`config.mk`:
```
export PLATFORM = sky130hd
export DESIGN_NAME = fnn_argmax_scheduler_flat
export DESIGN_NICKNAME = d
export VERILOG_FILES = /design/src/rtl/fnn_argmax_scheduler_if.sv /design/src/rtl/fnn_argmax_scheduler.sv /design/src/flat_wrapper.sv
export SDC_FILE = /design/constraint.sdc
export NUM_CORES = 1
export LEC_CHECK = 0
export ABC_AREA = 1
export BUFFER_PORTS_ARGS = -buffer_cell sky130_fd_sc_hd__buf_4
export CAP_MARGIN = 20
export CORE_ASPECT_RATIO = 1.2
export CORE_MARGIN = 1.5
export CORE_UTILIZATION = 50
export CTS_CLUSTER_DIAMETER = 120
export CTS_CLUSTER_SIZE = 12
export DETAILED_ROUTE_END_ITERATION = 12
export PLACE_DENSITY = 0.77
export SLEW_MARGIN = 25
export SYNTH_ARGS = -nofsm -noshare
export SYNTH_HDL_FRONTEND = slang
export SYNTH_SLANG_ARGS = --single-unit
```
`constraint.sdc`:
```
create_clock -name clk -period 9.82 [get_ports clk]
set_input_delay 0.982 -clock clk [delete_from_list [all_inputs] [get_ports clk]]
set_output_delay 0.982 -clock clk [all_outputs]
set_load 0.01 [all_outputs]
```
`src/rtl/fnn_argmax_scheduler_if.sv`:
```
// Signal bundle linking the output layer, the max_finder datapath and the
// result consumer to fnn_argmax_scheduler.
interface fnn_argmax_scheduler_if #(
  parameter int INDATA_WIDTH = 47
);
  logic                    wr_en;
  logic [3:0]              wr_addr;
  logic [INDATA_WIDTH-1:0] wr_data;
  logic                    layer_done;
  logic                    busy;
  logic                    mf_reset_allowed;
  logic                    mf_start;
  logic [INDATA_WIDTH-1:0] mf_data;
  logic                    mf_found;
  logic [3:0]              mf_index;
  logic                    result_valid;
  logic [3:0]              result_class;
  logic                    result_ready;
  logic [15:0]             frame_count;
  logic                    error;

  modport master (
    output wr_en, wr_addr, wr_data, layer_done, mf_found, mf_index, result_ready,
    input  busy, mf_reset_allowed, mf_start, mf_data, result_valid, result_class,
           frame_count, error
  );

  modport slave (
    input  wr_en, wr_addr, wr_data, layer_done, mf_found, mf_index, result_ready,
    output busy, mf_reset_allowed, mf_start, mf_data, result_valid, result_class,
           frame_count, error
  );
endinterface

```
`src/rtl/fnn_argmax_scheduler.sv`:
```
// Buffers one frame of output-layer values, streams it into max_finder and
// hands the winning class downstream over a valid/ready handshake.
module fnn_argmax_scheduler #(
  parameter int INDATA_WIDTH   = 47,
  parameter int NN4            = 10,
  parameter int TIMEOUT_CYCLES = 4
) (
  input logic                   clk,
  input logic                   reset,
  fnn_argmax_scheduler_if.slave bus
);

  typedef enum logic [2:0] {
    IDLE   = 3'd0,
    CLEAR  = 3'd1,
    STREAM = 3'd2,
    WAIT   = 3'd3,
    DONE   = 3'd4
  } state_t;

  localparam logic [4:0]  NN4_W        = 5'(NN4);
  localparam logic [3:0]  LAST_PTR     = 4'(NN4 - 1);
  localparam logic [15:0] TIMEOUT_LAST = 16'(TIMEOUT_CYCLES - 1);

  state_t                  state_r;
  logic [3:0]              ptr_r;
  logic [15:0]             wait_cnt_r;
  logic [NN4-1:0]          mask_r;
  logic [INDATA_WIDTH-1:0] buf_r [NN4];

  logic                    busy_r;
  logic                    mf_reset_allowed_r;
  logic                    mf_start_r;
  logic [INDATA_WIDTH-1:0] mf_data_r;
  logic                    result_valid_r;
  logic [3:0]              result_class_r;
  logic [15:0]             frame_count_r;
  logic                    error_r;

  logic                    wr_hit_s;
  logic [NN4-1:0]          mask_next_s;

  // Accepted write strobe and the mask including it, so a write in the
  // layer_done cycle counts toward completeness.
  always_comb begin
    wr_hit_s    = 1'b0;
    mask_next_s = mask_r;
    if ((state_r == IDLE) && bus.wr_en && ({1'b0, bus.wr_addr} < NN4_W)) begin
      wr_hit_s                 = 1'b1;
      mask_next_s[bus.wr_addr] = 1'b1;
    end else begin
      wr_hit_s = 1'b0;
    end
  end

  // Value buffer; deliberately not reset, validity is tracked by mask_r.
  always_ff @(posedge clk) begin
    if (wr_hit_s) begin
      buf_r[bus.wr_addr] <= bus.wr_data;
    end
  end

  // Sequencer with registered outputs.
  always_ff @(posedge clk or posedge reset) begin
    if (reset) begin
      state_r            <= IDLE;
      ptr_r              <= 4'd0;
      wait_cnt_r         <= 16'd0;
      mask_r             <= {NN4{1'b0}};
      busy_r             <= 1'b0;
      mf_reset_allowed_r <= 1'b0;
      mf_start_r         <= 1'b0;
      mf_data_r          <= {INDATA_WIDTH{1'b0}};
      result_valid_r     <= 1'b0;
      result_class_r     <= 4'd0;
      frame_count_r      <= 16'd0;
      error_r            <= 1'b0;
    end else begin
      error_r <= 1'b0;
      case (state_r)
        IDLE: begin
          mask_r <= mask_next_s;
          if (bus.layer_done) begin
            if (&mask_next_s) begin
              state_r            <= CLEAR;
              busy_r             <= 1'b1;
              mf_reset_allowed_r <= 1'b1;
            end else begin
              error_r <= 1'b1;
              mask_r  <= {NN4{1'b0}};
            end
          end
        end
        CLEAR: begin
          state_r            <= STREAM;
          mf_reset_allowed_r <= 1'b0;
          mf_start_r         <= 1'b1;
          ptr_r              <= 4'd0;
          mf_data_r          <= buf_r[0];
        end
        STREAM: begin
          if (ptr_r == LAST_PTR) begin
            state_r    <= WAIT;
            mf_start_r <= 1'b0;
            wait_cnt_r <= 16'd0;
          end else begin
            ptr_r     <= ptr_r + 4'd1;
            mf_data_r <= buf_r[ptr_r + 4'd1];
          end
        end
        WAIT: begin
          if (bus.mf_found) begin
            state_r        <= DONE;
            result_class_r <= bus.mf_index;
            result_valid_r <= 1'b1;
          end else if (wait_cnt_r == TIMEOUT_LAST) begin
            state_r <= IDLE;
            busy_r  <= 1'b0;
            error_r <= 1'b1;
            mask_r  <= {NN4{1'b0}};
          end else begin
            wait_cnt_r <= wait_cnt_r + 16'd1;
          end
        end
        DONE: begin
          if (bus.result_ready) begin
            state_r        <= IDLE;
            busy_r         <= 1'b0;
            result_valid_r <= 1'b0;
            frame_count_r  <= frame_count_r + 16'd1;
            mask_r         <= {NN4{1'b0}};
          end
        end
        default: begin
          state_r            <= IDLE;
          busy_r             <= 1'b0;
          mf_reset_allowed_r <= 1'b0;
          mf_start_r         <= 1'b0;
          result_valid_r     <= 1'b0;
          mask_r             <= {NN4{1'b0}};
        end
      endcase
    end
  end

  assign bus.busy             = busy_r;
  assign bus.mf_reset_allowed = mf_reset_allowed_r;
  assign bus.mf_start         = mf_start_r;
  assign bus.mf_data          = mf_data_r;
  assign bus.result_valid     = result_valid_r;
  assign bus.result_class     = result_class_r;
  assign bus.frame_count      = frame_count_r;
  assign bus.error            = error_r;

endmodule

```
`src/flat_wrapper.sv`:
```
// flat-port wrapper written by rule: the top's interface ports become plain ports
module fnn_argmax_scheduler_flat 
#(
  parameter int INDATA_WIDTH   = 47,
  parameter int NN4            = 10,
  parameter int TIMEOUT_CYCLES = 4
)
  (clk, reset, bus_wr_en, bus_wr_addr, bus_wr_data, bus_layer_done, bus_mf_found, bus_mf_index, bus_result_ready, bus_busy, bus_mf_reset_allowed, bus_mf_start, bus_mf_data, bus_result_valid, bus_result_class, bus_frame_count, bus_error);
  fnn_argmax_scheduler_if #(.INDATA_WIDTH(INDATA_WIDTH)) bus_i ();
  input logic clk;
  input logic reset;
  input wire logic [$bits(bus_i.wr_en)-1:0] bus_wr_en;
  input wire logic [$bits(bus_i.wr_addr)-1:0] bus_wr_addr;
  input wire logic [$bits(bus_i.wr_data)-1:0] bus_wr_data;
  input wire logic [$bits(bus_i.layer_done)-1:0] bus_layer_done;
  input wire logic [$bits(bus_i.mf_found)-1:0] bus_mf_found;
  input wire logic [$bits(bus_i.mf_index)-1:0] bus_mf_index;
  input wire logic [$bits(bus_i.result_ready)-1:0] bus_result_ready;
  output wire logic [$bits(bus_i.busy)-1:0] bus_busy;
  output wire logic [$bits(bus_i.mf_reset_allowed)-1:0] bus_mf_reset_allowed;
  output wire logic [$bits(bus_i.mf_start)-1:0] bus_mf_start;
  output wire logic [$bits(bus_i.mf_data)-1:0] bus_mf_data;
  output wire logic [$bits(bus_i.result_valid)-1:0] bus_result_valid;
  output wire logic [$bits(bus_i.result_class)-1:0] bus_result_class;
  output wire logic [$bits(bus_i.frame_count)-1:0] bus_frame_count;
  output wire logic [$bits(bus_i.error)-1:0] bus_error;
  assign bus_i.wr_en = bus_wr_en;
  assign bus_i.wr_addr = bus_wr_addr;
  assign bus_i.wr_data = bus_wr_data;
  assign bus_i.layer_done = bus_layer_done;
  assign bus_i.mf_found = bus_mf_found;
  assign bus_i.mf_index = bus_mf_index;
  assign bus_i.result_ready = bus_result_ready;
  assign bus_busy = bus_i.busy;
  assign bus_mf_reset_allowed = bus_i.mf_reset_allowed;
  assign bus_mf_start = bus_i.mf_start;
  assign bus_mf_data = bus_i.mf_data;
  assign bus_result_valid = bus_i.result_valid;
  assign bus_result_class = bus_i.result_class;
  assign bus_frame_count = bus_i.frame_count;
  assign bus_error = bus_i.error;
  fnn_argmax_scheduler #(.INDATA_WIDTH(INDATA_WIDTH), .NN4(NN4), .TIMEOUT_CYCLES(TIMEOUT_CYCLES)) u_core (.clk(clk), .reset(reset), .bus(bus_i));
endmodule
```
==> flow_metrics.tcl <==
set metrics [dict create \
    numCtsBuffers 53 \
    ios 133 \
    cts_resized 0 \
    fin_skew_ns 0.0296 \
    mappedNetlistNets 2043 \
    grt_pass1_vias 15234 \
    end_kind "flip-flop" \
    critPathArrivalTime_ns 4.08 \
    overflow 0 \
    totalWireLength_um 54700 \
    finalMaxSlewViolations 0 \
    ir_drop_uv 235 \
    rr_endpoint "u_core.bus.mf_data[1]$_DFFE_PP0P_" \
    finalCritPeriodShare_pct 36.3 \
    routedWlPerCell_um 20.0 \
    mostFrequentLayoutCell "edfxtp_1" \
    holdWs_ns 0.473 \
    synth-main-ff-cell "edfxtp_1" \
    area_growth_pct 12.8 \
    numClockSinks 575 \
    antenna_found_initial 2 \
    busiest_layer "met2" \
    synth.distinct_cells 37 \
    post-route-min-period_ns 3.57 \
    synth-seq-cells 575 \
    crit_path_start "u_core.ptr_r[0]$_DFFE_PP0P_" \
    via_per_inst 5.70 \
    die_w_um 202 \
    min_path_type "flip-flop to flip-flop" \
    rrSetupSlack_ns 6.25 \
    grt_max_degree 114 \
    start_util_pct 50.5 \
    routed-via-count 15604 \
    globalRouteMet2Util_pct 37.9 \
    fin_tns_setup_ns 0 \
    synth_top_area_share_pct 59.6 \
    placed_area_um2 25200 \
    yosysTopAreaCell "edfxtp_1" \
    reg2reg_depth 10 \
    dr.first_iter.drc_count 1506 \
    layout_common_cells "470 x edfxtp_1, 286 x nor2_1, 229 x nand2_1" \
    dr.pass1.iters 6 \
    synth-edff-count 470 \
    dp_hpwl_um 28700 \
    slew_headroom_pct 32.7 \
    grt_setup_unrepaired "no" \
    power.total_uw 7080 \
    p_leak_uw 0.00963 \
    cts.path.max_buffers 3 \
    hold_buffers 0 \
    final_cell_area_um2 26700 \
    synth-seq-area-share_pct 70.7 \
    placed_cells 2639 \
    drive_gt1_share_pct 14.0 \
    clk_latency_ns 0.61 \
    cts-root-buf "clkbuf_16" \
    cts_tree "built" \
    final-setup-viol-count 0 \
    avgSynthCellArea_um2 12.0 \
    yosys_warnings 0 \
    path_clk_slew_ns 0.06 \
    final_nets 2136 \
    crit_type "flip-flop to flip-flop" \
    fp-row-count 87 \
    synth_cells 1978 \
    fill_cells 3660 \
    fmax_ghz 0.281 \
    critPathCapture "u_core.bus.mf_data[1]$_DFFE_PP0P_" \
    startpoint_type "flip-flop" \
    powerDensity_nw_per_um2 265 \
    io_buffers 132 \
    cp_max_fo 85 \
    instances_no_fill 2736 \
    hold_viol 0 \
    antenna_left 0 \
    die_h_um 241 \
    reg2reg_from "u_core.ptr_r[0]$_DFFE_PP0P_" \
    core_um2 46900 \
    outcome "completed" \
    grt_pass1_wl_um 84000 \
    grt_util_met3_pct 3.52 \
    synthArstFlopShare_pct 18.3 \
    track_usage_pct 22.2 \
    min_path_cells 1 \
    post-route-drc-count 0 \
    htreeDepth 2 \
    worst_pin_slew_ns 1.01 \
    post_cts_buffers 0 \
    syn_area_um2 23700 \
    grt_use_met1_pct 29.4 \
    dieArea_um2 48700 \
    gp_congestion 0.848 \
    crit_required_ns 10.33 \
    ys_top_cells_by_area "edfxtp_1 60%, dfrtp_1 11%, nor2_1 4.6%" \
    maxCapViolCount 0 \
]
[where the power goes]
| group | switching, uW | leakage, uW | internal (uW) | total, uW |
|---|---|---|---|---|
| Sequential | 164 | 0.00560 | 2800 | 2970 |
| Combinational | 1470 | 0.00331 | 782 | 2250 |
| Clock | 846 | 0.000728 | 1020 | 1860 |
| Total | 2480 | 0.00963 | 4600 | 7080 |
[worst min path at each step]
stage                                      startpoint                                     end  slack, ns
6_report       u_core.bus.frame_count[15]$_DFFE_PP0P_  u_core.bus.frame_count[15]$_DFFE_PP0P_       0.47
5_1_grt        u_core.bus.frame_count[15]$_DFFE_PP0P_  u_core.bus.frame_count[15]$_DFFE_PP0P_       0.50
4_1_cts        u_core.bus.frame_count[15]$_DFFE_PP0P_  u_core.bus.frame_count[15]$_DFFE_PP0P_       0.48
3_5_place_dp       u_core.bus.mf_data[25]$_DFFE_PP0P_      u_core.bus.mf_data[25]$_DFFE_PP0P_       0.47
3_3_place_gp   u_core.bus.result_class[3]$_DFFE_PP0P_  u_core.bus.result_class[3]$_DFFE_PP0P_       0.46
2_1_floorplan            u_core.mask_r[0]$_DFFE_PP0P_            u_core.mask_r[0]$_DFFE_PP0P_       0.48
[per-layer routing]
metal  part of all wire (%)  vias to the layer above  routed length (um)
li1                       -                     7251                   -
met1                     40                     7583               22100
met2                     49                      667               26800
met3                    8.0                      101                4360
met4                    2.6                        2                1400
met5                  0.026                        -                  14
[cells in the mapped netlist, types with 17 or more instances]
master    number
o21ai_1       23
clkbuf_1      59
o31ai_1       41
nand3_1       91
or2_2         37
nand2_1      230
edfxtp_1     470
inv_1         90
dfrtp_1      105
xor2_1        17
nor2_1       288
a21oi_1       82
buf_2         39
o21ai_0      164
o211ai_1     141
[logic make-up (layout without fill, tap and decap cells)]
kind of cell | count (synthesis) | after routing | synth area share [%]
xor+xnor | 28 | 28 | 1.04
fa+ha+maj | 4 | 4 | 0.211
simple gates | 700 | 700 | 12.7
other cells | 0 | 1 | 0
buf+inv | 213 | 347 | 3.72
flops | 575 | 575 | 70.7
compound gates | 457 | 457 | 11.6
mux | 1 | 1 | 0.0475
[sequential cells by signal (all words and copies together), names as in the netlist]
register,flops
u_core.bus.mf_data,47
u_core.bus.mf_start,1
u_core.bus.frame_count,16
u_core.bus.busy,1
u_core.buf_r,470
u_core.state_r,3
u_core.ptr_r,4
u_core.mask_r,10
u_core.bus.result_valid,1
u_core.bus.error,1
u_core.bus.result_class,4
u_core.wait_cnt_r,16
u_core.bus.mf_reset_allowed,1
[stage by stage]
stage | worst slack [ns] | util [%]
6_report | 6.25 | 57.0
5_1_grt | 5.94 | 57.0
4_1_cts | 6.01 | 57.0
3_5_place_dp | 6.04 | 53.7
3_3_place_gp | 6.18 | 53.7
2_1_floorplan | 4.75 | -
[worst max-delay path: stages, from the launching register on]
cell	delay, ns
dfrtp_4	1.00
ha_1	0.32
xnor2_2	0.11
buf_4	0.63
inv_2	0.33
buf_4	0.42
o211ai_1	0.21
nand3_1	0.10
nand3_1	0.10
o21ai_0	0.10
o21ai_1	0.14
[final cells by class]
cell class | count | area, um^2 | share of cell area (%)
flip-flops and latches | 575 | 16700 | 62.6
multi-input cells | 1190 | 6120 | 22.9
clock buffers | 93 | 1480 | 5.52
repair buffers | 154 | 1170 | 4.37
well taps | 623 | 779 | 2.92
inverters | 97 | 374 | 1.40
clock inverters | 3 | 68.8 | 0.257
diodes | 1 | 2.50 | 0.00936
(Power assumes the default switching activity.)
